File: config.mk
export PLATFORM = sky130hd
export DESIGN_NAME = if_fetch_stage
export DESIGN_NICKNAME = d
export VERILOG_FILES = /design/src/rtl/cpu_pkg.sv /design/src/rtl/if_id_reg.sv /design/src/rtl/if_fetch_stage.sv
export SDC_FILE = /design/constraint.sdc
export NUM_CORES = 1
export LEC_CHECK = 0
export BUFFER_PORTS_ARGS = -buffer_cell sky130_fd_sc_hd__buf_4
export CORE_MARGIN = 2
export CORE_UTILIZATION = 40
export DETAILED_ROUTE_END_ITERATION = 7
export PLACE_DENSITY_LB_ADDON = 0.3
export SLEW_MARGIN = 0
export SYNTH_ARGS = -nofsm -noshare
export SYNTH_HDL_FRONTEND = slang
export SYNTH_HIERARCHICAL = 1
export SYNTH_SLANG_ARGS = --single-unit
File: constraint.sdc
create_clock -name clk -period 10.17 [get_ports clk]
set_clock_uncertainty 0.1 [all_clocks]
set_input_delay 2.034 -clock clk [delete_from_list [all_inputs] [get_ports clk]]
set_output_delay 2.034 -clock clk [all_outputs]
set_load 0.01 [all_outputs]
File: src/rtl/cpu_pkg.sv
// Shared CPU definitions: exception codes, NOP encoding, reset PC and fetch FSM states.
package cpu_pkg;
   localparam logic [1:0]  EXC_NONE = 2'b00;
   localparam logic [1:0]  EXC_ADEL = 2'b01;
   localparam logic [1:0]  EXC_BUS  = 2'b10;
   localparam logic [31:0] NOP      = 32'h0000_0000;
   localparam logic [31:0] RESET_PC = 32'h0000_3000;

   typedef enum logic {FETCH = 1'b0, HOLD = 1'b1} fetch_state_e;
endpackage

File: src/rtl/if_id_reg.sv
// IF/ID pipeline register: load a fetched entry, insert a bubble, or hold under ID stall.
module if_id_reg
   import cpu_pkg::*;
#(
   parameter logic [31:0] RST_PC = cpu_pkg::RESET_PC
) (
   input  logic        clk,
   input  logic        rst,
   input  logic        load_i,
   input  logic        hold_i,
   input  logic [31:0] instr_i,
   input  logic [31:0] pc_i,
   input  logic [1:0]  exc_i,
   output logic [31:0] instr_o,
   output logic [31:0] pc_o,
   output logic [31:0] pc8_o,
   output logic        valid_o,
   output logic [1:0]  exc_o
);
   logic [31:0] instr_q, pc_q, pc8_q;
   logic        valid_q;
   logic [1:0]  exc_q;

   always_ff @(posedge clk or posedge rst) begin
      if (rst) begin
         instr_q <= NOP;
         pc_q    <= RST_PC;
         pc8_q   <= RST_PC + 32'd8;
         valid_q <= 1'b0;
         exc_q   <= EXC_NONE;
      end else if (load_i) begin
         instr_q <= instr_i;
         pc_q    <= pc_i;
         pc8_q   <= pc_i + 32'd8;
         valid_q <= 1'b1;
         exc_q   <= exc_i;
      end else if (!hold_i) begin
         // Bubble keeps the last PC so pc_d/pc8_d stay meaningful for debug.
         instr_q <= NOP;
         valid_q <= 1'b0;
         exc_q   <= EXC_NONE;
      end
   end

   assign instr_o = instr_q;
   assign pc_o    = pc_q;
   assign pc8_o   = pc8_q;
   assign valid_o = valid_q;
   assign exc_o   = exc_q;
endmodule

File: src/rtl/if_fetch_stage.sv
// Instruction fetch: address check, req/ack handshake with timeout, and IF/ID load control.
module if_fetch_stage
   import cpu_pkg::*;
#(
   parameter logic [31:0] RESET_PC = cpu_pkg::RESET_PC,
   parameter logic [31:0] IM_BASE  = 32'h0000_3000,
   parameter int unsigned IM_BYTES = 4096,
   parameter int unsigned TIMEOUT  = 15
) (
   input  logic        clk,
   input  logic        rst,
   input  logic [31:0] pc,
   input  logic        stall_d,
   output logic        imem_req,
   output logic [31:0] imem_addr,
   input  logic        imem_ack,
   input  logic [31:0] imem_rdata,
   output logic        fetch_stall,
   output logic [31:0] instr_d,
   output logic [31:0] pc_d,
   output logic [31:0] pc8_d,
   output logic        valid_d,
   output logic [1:0]  exc_d
);
   localparam logic [7:0]  TO_LAST = 8'(TIMEOUT - 1);
   localparam logic [32:0] LO_X    = {1'b0, IM_BASE};
   localparam logic [32:0] HI_X    = {1'b0, IM_BASE} + 33'(IM_BYTES);

   fetch_state_e state_q, state_d;
   logic [7:0]   cnt_q, cnt_d;
   logic [31:0]  buf_instr_q, buf_instr_d;
   logic [1:0]   buf_exc_q, buf_exc_d;
   logic         abort_q, abort_d;
   logic         accept, bad;
   logic [31:0]  acc_instr;
   logic [1:0]   acc_exc;

   // 33-bit compare so the top of the address space cannot wrap into range.
   assign bad = (pc[1:0] != 2'b00) | ({1'b0, pc} < LO_X) | ({1'b0, pc} >= HI_X);
   assign imem_addr = pc;

   always_ff @(posedge clk or posedge rst) begin
      if (rst) begin
         state_q     <= FETCH;
         cnt_q       <= '0;
         buf_instr_q <= NOP;
         buf_exc_q   <= EXC_NONE;
         abort_q     <= 1'b0;
      end else begin
         state_q     <= state_d;
         cnt_q       <= cnt_d;
         buf_instr_q <= buf_instr_d;
         buf_exc_q   <= buf_exc_d;
         abort_q     <= abort_d;
      end
   end

   always_comb begin
      state_d     = state_q;
      cnt_d       = cnt_q;
      buf_instr_d = buf_instr_q;
      buf_exc_d   = buf_exc_q;
      abort_d     = 1'b0;
      accept      = 1'b0;
      acc_instr   = NOP;
      acc_exc     = EXC_NONE;
      if (!rst) begin
         case (state_q)
            FETCH: begin
               if (abort_q) begin
                  // One idle cycle with req low so memory drops the timed-out access.
                  cnt_d = '0;
               end else if (bad) begin
                  cnt_d = '0;
                  if (!stall_d) begin
                     accept  = 1'b1;
                     acc_exc = EXC_ADEL;
                  end else begin
                     buf_instr_d = NOP;
                     buf_exc_d   = EXC_ADEL;
                     state_d     = HOLD;
                  end
               end else if (imem_ack) begin
                  cnt_d = '0;
                  if (!stall_d) begin
                     accept    = 1'b1;
                     acc_instr = imem_rdata;
                  end else begin
                     buf_instr_d = imem_rdata;
                     buf_exc_d   = EXC_NONE;
                     state_d     = HOLD;
                  end
               end else if (cnt_q == TO_LAST) begin
                  cnt_d   = '0;
                  abort_d = 1'b1;
                  if (!stall_d) begin
                     accept  = 1'b1;
                     acc_exc = EXC_BUS;
                  end else begin
                     buf_instr_d = NOP;
                     buf_exc_d   = EXC_BUS;
                     state_d     = HOLD;
                  end
               end else begin
                  cnt_d = cnt_q + 8'd1;
               end
            end
            HOLD: begin
               if (!stall_d) begin
                  accept    = 1'b1;
                  acc_instr = buf_instr_q;
                  acc_exc   = buf_exc_q;
                  state_d   = FETCH;
               end
            end
            default: state_d = FETCH;
         endcase
      end
   end

   always_comb begin
      imem_req    = (state_q == FETCH) & !bad & !abort_q & !rst;
      fetch_stall = !accept;
   end

   if_id_reg #(.RST_PC(RESET_PC)) u_if_id (
      .clk     (clk),
      .rst     (rst),
      .load_i  (accept),
      .hold_i  (stall_d),
      .instr_i (acc_instr),
      .pc_i    (pc),
      .exc_i   (acc_exc),
      .instr_o (instr_d),
      .pc_o    (pc_d),
      .pc8_o   (pc8_d),
      .valid_o (valid_d),
      .exc_o   (exc_d)
   );
endmodule

==> results of run 1 <==
-- sequential cells by signal, summed over array words and instances (netlist names) --
name / count
buf_instr_q: 32
u_if_id/instr_o: 32
u_if_id/pc_o: 32
u_if_id/pc8_o: 29
cnt_q: 8
buf_exc_q: 2
u_if_id/exc_o: 2
abort_q: 1
state_q: 1
u_if_id/valid_o: 1
-- cells in the final DEF (no fill, tap or decap), types with 4 or more instances in the layout --
master      instances
buf_4             204
dfrtp_1           135
a22o_1             78
nand2_1            72
o21ai_0            34
nor2_1             27
mux2_2             27
a21oi_1            18
clkbuf_16          17
nand4_1            12
inv_1              12
nand3_1            11
xnor2_1             9
xor2_1              8
a31oi_1             8
mux2i_1             8
nor3_1              7
and3_1              6
and4_1              5
nor4_1              5
o31ai_1             5
clkinvlp_4          5
dfstp_2             5
clkinv_2            4
-- metrics by stage --
stage,cell area (um2),instances
after global placement,8080,970
after global routing,8660,1002
after CTS,8660,1002
after floorplan,6730,620
final,8660,1002
after detailed placement,8080,970
-- layout make-up --
type / instances / area share, %
clock buffers: 18 / 5.07
clock inverters: 14 / 1.66
inverters: 15 / 0.679
multi-input cells: 391 / 31.2
flip-flops and latches: 140 / 40.5
well taps: 220 / 3.18
repair buffers: 204 / 17.7
-- how the worst min path moves through the flow --
stage / startpoint / end / slack (ps)
global placement: u_if_id/instr_o[27] / u_if_id/instr_o[27] / 380
finish: u_if_id/pc8_o[3] / u_if_id/pc8_o[3] / 390
detailed placement: u_if_id/valid_o / u_if_id/valid_o / 380
floorplan: buf_exc_q[0] / buf_exc_q[0] / 370
global route: buf_instr_q[6] / buf_instr_q[6] / 420
CTS: u_if_id/valid_o / u_if_id/valid_o / 400
-- metal layers --
metal,share of wire [%],GRT usage [%],wire (um),vias up
met3,5.1,4.64,936,35
met5,0,0,0,-
met2,48,32.1,8800,195
met4,2.4,7.86,439,0
met1,44,26.9,8010,2727
li1,-,-,-,2537
-- cells by family (layout without fill, tap and decap cells) --
| family | count (synthesis) | in the layout | synth area share (%) |
|---|---|---|---|
| and+or+nand+nor | 177 | 177 | 13.8 |
| muxes | 35 | 35 | 5.71 |
| adders and majority gates | 3 | 3 | 0.558 |
| xor gates and xnor gates | 17 | 17 | 2.21 |
| buffers and inverters | 89 | 251 | 7.94 |
| DFF | 140 | 140 | 52.1 |
| AOI/OAI and AO/OA | 159 | 159 | 17.6 |
-- critical path: cells and delay by family --
family                 cells  cell delay, ps
AO/OA/AOI/OAI              2             370
buffers and inverters      2             300
AND/OR/NAND/NOR            2             930
-- where the power goes --
group | total, mW | leakage (nW) | internal, mW | switching, mW
logic | 0.209 | 1.92 | 0.0994 | 0.110
clock network | 0.610 | 0.275 | 0.367 | 0.243
registers | 0.615 | 1.80 | 0.595 | 0.0204
==> flow_metrics.py, run 1 <==
metrics = {
    "status": {
        "outcome": "completed",
    },
    "cells_and_area": {
        "regArea_um2": 3510,
        "fin_nets": 840,
        "drive_above_1_share_pct": 36.6,
        "antenna_cells": 0,
        "multi_input_area_um2": 2700,
        "fillers": 1495,
        "final_util_pct": 52.4,
        "area_delta_synth_final_pct": 28.6,
    },
    "routing": {
        "drt_iter0_markers": 419,
        "wl_per_cell_um": 18.1,
        "drc": 0,
        "via_per_inst": 5.48,
        "drtPass1Iterations": 5,
        "drt.antenna.violating_nets": 0,
        "routed_wl_um": 18200,
        "vias": 5494,
    },
    "placed_design": {
        "port_buffers": 200,
        "place.gp.congestion": 0.827,
        "pre_cts_slack_ps": 4450,
        "dp_hpwl_um": 12500,
    },
    "synth": {
        "avgSynthCellArea_um2": 10.9,
        "synth_cell_type_count": 56,
        "synth_nets": 691,
        "synthCells": 620,
        "synth_area_leaders": "dfrtp_1, a22o_1, mux2_2",
        "synth_ff_type": "dfrtp_1",
        "syn-cell-area_um2": 6730,
        "seq_area_frac_synth_pct": 52.1,
        "synth_top_area_share_pct": 50.2,
        "yosysTopAreaCell": "dfrtp_1",
        "ys_ff_latch": 140,
        "synth_async_sr_flop_share_pct": 100,
        "yosysWarningCount": 6,
        "yosys-top-cells-count": "dfrtp_1, a22o_1, nand2_1, buf_4, o21ai_0",
        "synth_edf_count": 0,
        "synth_most_common_cell": "dfrtp_1",
    },
    "sta": {
        "finalHoldViolations": 0,
        "fin_hold_ws_ps": 394,
        "period_share_pct": 56.9,
        "clock.fmax_mhz": 173,
        "slew_headroom_pct": 16.3,
        "setup_violations": 0,
        "setup_slack_ps": 4390,
        "period_minus_slack_ps": 5780,
        "maxSlewViolCount": 0,
        "fin_tns_setup_ps": 0,
        "tightestPinTransition_ps": 1250,
        "rsz0062_at_grt": "false",
    },
    "floorplan": {
        "pin_count": 201,
        "dieWidth_um": 134,
        "die_area_um2": 17900,
        "start_util_pct": 40.7,
        "core.rowCount": 47,
        "die_h_um": 134,
        "core-area_um2": 16500,
    },
    "setup_path": {
        "r2r-end": "u_if_id/pc8_o[21]",
        "worstSetupStartpointType": "input port",
        "crit_chain": "buf_4 > nor4_2 > and4_1 > a31oi_1 > o21ai_0 > buf_4",
        "crit_top_cell": "buf_4",
        "cp-end-kind": "primary output",
        "setup.worst_path.end": "fetch_stall",
        "path_class": "input port to primary output",
        "crit_fanout": 9,
        "startpoint": "pc[20]",
        "worst_path_max_delay_cell": "and4_1",
        "critPathArrivalTime_ps": 3650,
        "r2r_cells": 10,
        "cp_slowest_stage_delay_ps": 470,
        "rrSetupSlack_ps": 6170,
        "crit_required_ps": 8040,
        "reg2reg_from": "cnt_q[0]",
    },
    "global_route": {
        "grtUsageTotal_pct": 20.2,
        "antenna_found_initial": 0,
        "grt_pass1_wl_um": 28600,
        "grt_overflow_total": 0,
        "grt_pass1_vias": 5412,
        "grt_max_degree": 76,
    },
    "clock_network": {
        "cts-hold-fix-buffers": 0,
        "clk_path_buf_depth": 2,
        "cts-root-buf": "clkbuf_16",
        "clk_pin_slew_worst_paths_ps": 60,
        "cts_tree": "yes",
        "post_cts.repair.setup_buffers": 0,
        "clock_latency_ps": 420,
        "cts_sinks": 140,
        "cts_resized": 0,
        "htree_num_levels": 4,
        "cts_made_buffers": 17,
    },
    "run": {
        "maxCapViolCount": 0,
    },
    "worst_hold_path": {
        "hp-class": "flop to flop",
        "hold_depth": 2,
    },
    "power": {
        "cellPowerDensity_nw_per_um2": 166,
        "p_total_mw": 1.43,
        "power_leakage_nw": 3.99,
        "irDropWorstVdd_v": 0.000110,
    },
}
Note: power is estimated with default switching activity, not from simulation.
==> run 2, diff against run 1 <==
--- a/config.mk
+++ b/config.mk
@@ -5,6 +5,7 @@
 export SDC_FILE = /design/constraint.sdc
 export NUM_CORES = 1
 export LEC_CHECK = 0
+export ABC_AREA = 1
 export BUFFER_PORTS_ARGS = -buffer_cell sky130_fd_sc_hd__buf_4
 export CORE_MARGIN = 2
 export CORE_UTILIZATION = 40
==> constraint.sdc (replaced) <==
create_clock -name clk -period 5.6 [get_ports clk]
set_clock_uncertainty 0.1 [all_clocks]
set_input_delay 1.12 -clock clk [delete_from_list [all_inputs] [get_ports clk]]
set_output_delay 1.12 -clock clk [all_outputs]
set_load 0.01 [all_outputs]
==> run 2 against run 1 <==
  * Flip-flop and latch count unchanged
  * Power is 84% higher
  * First-iteration DRC count up 34%
  * Highest routed layer unchanged
  * Sequential share of layout area shrank 5.2 points
  * Worst hold slack worse by 25 ps
  * Count of clock-buffer cells in the layout grew 1
  * Global-route usage rose by 2.1 points
  * Critical endpoint unchanged
  * Combinational power grew 95%
  * Synthesized cell count increased by 77%
  * Register-to-register slack worse by 4100 ps
==> flow_metrics.py, run 2 <==
metrics = {
    "status": {
        "outcome": "completed",
    },
    "sta": {
        "setup_slack_ps": 1810,
        "slew_headroom_pct": 22.5,
        "rsz0062_at_grt": "false",
        "period_share_pct": 67.7,
        "period_minus_slack_ps": 3790,
        "tightestPinTransition_ps": 1160,
        "setup_violations": 0,
        "finalHoldViolations": 0,
        "maxSlewViolCount": 0,
        "clock.fmax_mhz": 264,
        "fin_tns_setup_ps": 0,
    },
    "power": {
        "p_total_mw": 2.64,
        "power_leakage_nw": 5.56,
        "p_int_mw": 1.90,
        "switchingPower_mw": 0.738,
        "p_seq_share_pct": 42.2,
        "clockPowerShare_pct": 42.4,
        "switching_share_pct": 28.0,
        "p_comb_share_pct": 15.4,
        "cellPowerDensity_nw_per_um2": 266,
        "irDropWorstVdd_v": 0.000209,
    },
    "clock_network": {
        "cts-root-buf": "clkbuf_16",
        "cts_tree": "yes",
        "cts_sinks": 140,
        "cts_made_buffers": 17,
        "clk_path_buf_depth": 2,
        "cts-hold-fix-buffers": 0,
        "cts_resized": 0,
        "htree_num_levels": 4,
        "clk_pin_slew_worst_paths_ps": 70,
        "clock_latency_ps": 430,
        "post_cts.repair.setup_buffers": 0,
    },
    "synth": {
        "synthCells": 1095,
        "ys_ff_latch": 140,
        "synth_nets": 1166,
        "synth_ff_type": "dfrtp_1",
        "synth_edf_count": 0,
        "seq_area_frac_synth_pct": 44.0,
        "yosysWarningCount": 6,
        "synth_top_area_share_pct": 42.4,
        "synth_most_common_cell": "nand2_1",
        "avgSynthCellArea_um2": 7.28,
        "syn-cell-area_um2": 7980,
        "synth_area_leaders": "dfrtp_1, nand2_1, nand3_1",
        "yosysTopAreaCell": "dfrtp_1",
        "yosys-top-cells-count": "nand2_1, dfrtp_1, nand3_1, inv_1, nor2_1",
        "synth_cell_type_count": 38,
        "synth_async_sr_flop_share_pct": 100,
    },
    "setup_path": {
        "startpoint": "pc[26]",
        "reg2reg_from": "cnt_q[0]",
        "cp-end-kind": "primary output",
        "crit_fanout": 23,
        "critical_path_buf_inv_count": 3,
        "cp_slowest_stage_delay_ps": 510,
        "worst_path_max_delay_cell": "a21oi_4",
        "crit_required_ps": 4380,
        "critPathArrivalTime_ps": 2570,
        "path_class": "input port to primary output",
        "critPathTopFamily": "simple AND/OR/NAND/NOR gates",
        "worstSetupStartpointType": "input port",
        "crit_chain": "buf_4 > nor2_1 > nand3_1 > nor2_1 > nand3_1 > nand2_1 > a21oi_4 > inv_1 > buf_4",
    },
    "routing": {
        "via_per_inst": 4.99,
        "vias": 7564,
        "drt_iter0_markers": 561,
        "drc": 0,
        "wl_per_cell_um": 15.4,
        "drtPass1Iterations": 5,
        "drt.antenna.violating_nets": 0,
        "routed_wl_um": 23300,
    },
    "floorplan": {
        "dieWidth_um": 145,
        "die_h_um": 145,
        "start_util_pct": 40.8,
        "pin_count": 201,
        "die_area_um2": 21100,
        "core-area_um2": 19500,
        "core.rowCount": 51,
    },
    "run": {
        "maxCapViolCount": 0,
    },
    "global_route": {
        "grt_max_degree": 65,
        "grt_pass1_vias": 7152,
        "grtUsageTotal_pct": 22.2,
        "grt_overflow_total": 0,
        "grt_pass1_wl_um": 37800,
        "antenna_found_initial": 0,
    },
    "cells_and_area": {
        "final_util_pct": 50.9,
        "area_delta_synth_final_pct": 24.6,
        "final_common_cell": "nand2_1",
        "final_cell_mix": "nand2_1, buf_4, dfrtp_1",
        "antenna_cells": 0,
        "fin_nets": 1310,
        "fillers": 1890,
        "drive_above_1_share_pct": 24.8,
    },
    "placed_design": {
        "pre_cts_slack_ps": 1540,
        "dp_hpwl_um": 15700,
        "port_buffers": 200,
        "place.gp.congestion": 0.922,
    },
    "worst_hold_path": {
        "min_from": "u_if_id/pc_o[12]",
        "hp-class": "flop to flop",
    },
}
run 2: power groups by stage:
stage	clock (mW)	combinational (mW)	sequential, mW
floorplan	0	0.189	1.15
global placement	0	0.407	1.13
detailed placement	0	0.412	1.13
CTS	1.14	0.413	1.11
global route	1.19	0.448	1.12
finish	1.12	0.408	1.11
run 2: metal layers:
layer  global-route usage [%]  share of wire, %
met3                     4.78               7.3
met2                     37.1                48
met5                        0                 0
met4                     8.04               2.5
met1                     28.5                42
run 2: metrics by stage:
| step | hold WS (ps) | cell area, um2 | std cells |
|---|---|---|---|
| after floorplan | 349 | 7980 | 1095 |
| after global placement | 357 | 9360 | 1485 |
| after detailed placement | 360 | 9360 | 1485 |
| after CTS | 372 | 9940 | 1517 |
| after global routing | 392 | 9940 | 1517 |
| final | 368 | 9940 | 1517 |
run 2: tightest hold or removal path: stages, from the launching register on:
cell and delay (ps):
dfstp_2 370, nand2_1 50, nand2_1 50
run 2: logic make-up after synthesis:
family,Yosys count,synth area share (%)
compound gates,78,6.04
xor+xnor,9,0.988
fa+ha+maj,3,0.471
simple gates,681,37.2
buf+inv,184,11.3
flops,140,44.0
run 2: path summary, 6_finish.rpt:
kind	end	slack (ps)	depth (start not counted)
setup / recovery	fetch_stall	1810	9
hold / removal	u_if_id/pc_o[12]	370	2
setup reg to reg	u_if_id/pc8_o[21]	2070	14
hold reg to reg	u_if_id/pc_o[12]	370	2
max in group asynchronous	u_if_id/pc8_o[5]	3580	3
min in group asynchronous	u_if_id/exc_o[0]	720	2
run 2: cell type report:
class	count	area, um2	area share [%]
clock buffers	19	433	4.36
clock inverters	13	141	1.42
inverters	100	379	3.82
multi-input cells	771	3570	36.0
flip-flops and latches	140	3510	35.3
well taps	265	332	3.34
repair buffers	209	1570	15.8
==> run 3, diff against run 2 <==
==> constraint.sdc (replaced) <==
create_clock -name clk -period 3.8 [get_ports clk]
set_clock_uncertainty 0.1 [all_clocks]
set_input_delay 0.76 -clock clk [delete_from_list [all_inputs] [get_ports clk]]
set_output_delay 0.76 -clock clk [all_outputs]
set_load 0.01 [all_outputs]
==> run 3 against run 2 <==
  * Register-to-register slack worse by 1300 ps
  * Die area unchanged
  * Power is 46% higher
  * Cell count increased by 0.26%
  * Flip-flop and latch count unchanged
  * Via count about the same
  * Critical path type is now flop to primary output
  * Critical endpoint unchanged
  * Largest cell class unchanged
==> flow_metrics.py, run 3 (synthesized netlist as in run 2, its figures left out) <==
metrics = {
    "status": {
        "outcome": "completed",
    },
    "sta": {
        "fin_tns_setup_ps": 0,
        "finalHoldViolations": 0,
        "period_minus_slack_ps": 3140,
        "slew_headroom_pct": 53.7,
        "clock.fmax_mhz": 318,
        "setup_violations": 0,
        "maxSlewViolCount": 0,
        "tightestPinTransition_ps": 694,
        "rsz0062_at_grt": "false",
        "period_share_pct": 82.7,
        "fin_hold_ws_ps": 365,
        "setup_slack_ps": 659,
    },
    "setup_path": {
        "crit_fanout": 12,
        "cp-end-kind": "primary output",
        "path_class": "flop to primary output",
        "setup.worst_path.end": "fetch_stall",
        "r2r_cells": 14,
        "rrSetupSlack_ps": 770,
        "r2r-end": "u_if_id/pc8_o[30]",
        "worstSetupStartpointType": "flop",
        "reg2reg_from": "cnt_q[0]",
        "startpoint": "cnt_q[0]",
        "crit_required_ps": 2940,
        "critPathArrivalTime_ps": 2280,
    },
    "global_route": {
        "grt_pass1_wl_um": 38500,
        "antenna_found_initial": 0,
        "grtUsageTotal_pct": 22.5,
        "grt_overflow_total": 0,
        "grt_max_degree": 52,
        "grt_pass1_vias": 7282,
    },
    "power": {
        "cellPowerDensity_nw_per_um2": 387,
        "switchingPower_mw": 1.09,
        "p_int_mw": 2.77,
        "switching_share_pct": 28.2,
        "p_comb_share_pct": 15.8,
        "power_leakage_nw": 5.58,
        "clockPowerShare_pct": 41.8,
        "irDropWorstVdd_v": 0.000311,
        "p_total_mw": 3.87,
        "p_seq_share_pct": 42.5,
    },
    "clock_network": {
        "clk_pin_slew_worst_paths_ps": 60,
        "cts_made_buffers": 17,
        "cts_sinks": 140,
        "cts_resized": 0,
        "post_cts.repair.setup_buffers": 0,
        "cts-hold-fix-buffers": 0,
        "cts-root-buf": "clkbuf_16",
        "htree_num_levels": 4,
        "cts_tree": "yes",
        "clock_latency_ps": 420,
        "clk_path_buf_depth": 2,
    },
    "run": {
        "maxCapViolCount": 0,
    },
    "placed_design": {
        "port_buffers": 200,
        "pre_cts_slack_ps": 665,
        "place.gp.congestion": 0.856,
        "dp_hpwl_um": 15700,
    },
    "routing": {
        "drtPass1Iterations": 5,
        "drt.antenna.violating_nets": 0,
        "via_per_inst": 4.97,
        "drc": 0,
        "drt_iter0_markers": 596,
        "routed_wl_um": 23400,
        "wl_per_cell_um": 15.4,
        "vias": 7561,
    },
    "cells_and_area": {
        "fin_nets": 1314,
        "drive_above_1_share_pct": 25.2,
        "area_delta_synth_final_pct": 25.2,
        "fillers": 1948,
        "final_common_cell": "nand2_1",
        "antenna_cells": 0,
        "final_cell_mix": "nand2_1, buf_4, dfrtp_1",
    },
    "floorplan": {
        "core-area_um2": 19500,
        "die_area_um2": 21100,
        "start_util_pct": 40.8,
        "core.rowCount": 51,
        "die_h_um": 145,
        "pin_count": 201,
        "dieWidth_um": 145,
    },
    "worst_hold_path": {
        "hp-class": "flop to flop",
    },
}
[run 3: changes by cell type in the layout (fill, tap and decap cells not counted), sizes merged]
cell,delta
clkinvlp,+2
bufinv,-1
clkinv,+1
inv,-2
buf,+4
[run 3: cell type report]
| type | instances | area (um2) | share of cell area, % |
|---|---|---|---|
| multi-input cells | 771 | 3570 | 35.8 |
| flip-flops and latches | 140 | 3510 | 35.1 |
| repair buffers | 213 | 1620 | 16.3 |
| clock buffers | 19 | 453 | 4.54 |
| inverters | 100 | 379 | 3.80 |
| well taps | 265 | 332 | 3.32 |
| clock inverters | 13 | 118 | 1.18 |
[run 3: critical path, stage by stage (launching register included)]
cell	delay [ps]
dfrtp_1	400
inv_1	110
ha_1	160
nand3_1	100
nor2_1	210
nor2_2	110
nand3_1	110
nand2_1	110
a21oi_4	330
inv_1	80
buf_4	150
[run 3: routing by layer]
layer	global-route usage (%)	up-vias	wire length (um)
li1	-	3700	-
met1	28.8	3521	10000
met2	38.0	297	11300
met4	6.81	0	403
met5	0	-	0
met3	5.00	43	1660
[run 3: power by group through the flow]
stage,clock (mW),combinational (mW),sequential [mW]
after CTS,1.65,0.615,1.64
after global placement,0,0.606,1.67
after floorplan,0,0.278,1.70
final,1.61,0.609,1.64
after global routing,1.72,0.667,1.65
after detailed placement,0,0.613,1.67
[run 3: worst min path at each step]
stage                     start               end  slack (ps)  depth (start not counted)
6_report       u_if_id/pc_o[12]  u_if_id/pc_o[12]         360                          2
5_1_grt        u_if_id/pc_o[13]  u_if_id/pc_o[13]         390                          2
3_5_place_dp   u_if_id/pc_o[12]  u_if_id/pc_o[12]         360                          2
3_3_place_gp   u_if_id/pc_o[29]  u_if_id/pc_o[29]         360                          2
2_1_floorplan   buf_instr_q[27]   buf_instr_q[27]         350                          2
4_1_cts        u_if_id/pc_o[12]  u_if_id/pc_o[12]         370                          2
[run 3: stage by stage]
step | utilization [%] | instance area [um2] | std cells
4_1_cts | 51.1 | 9990 | 1521
6_report | 51.1 | 9990 | 1521
5_1_grt | 51.1 | 9990 | 1521
2_1_floorplan | - | 7980 | 1095
3_3_place_gp | 48.2 | 9420 | 1489
3_5_place_dp | 48.2 | 9420 | 1489
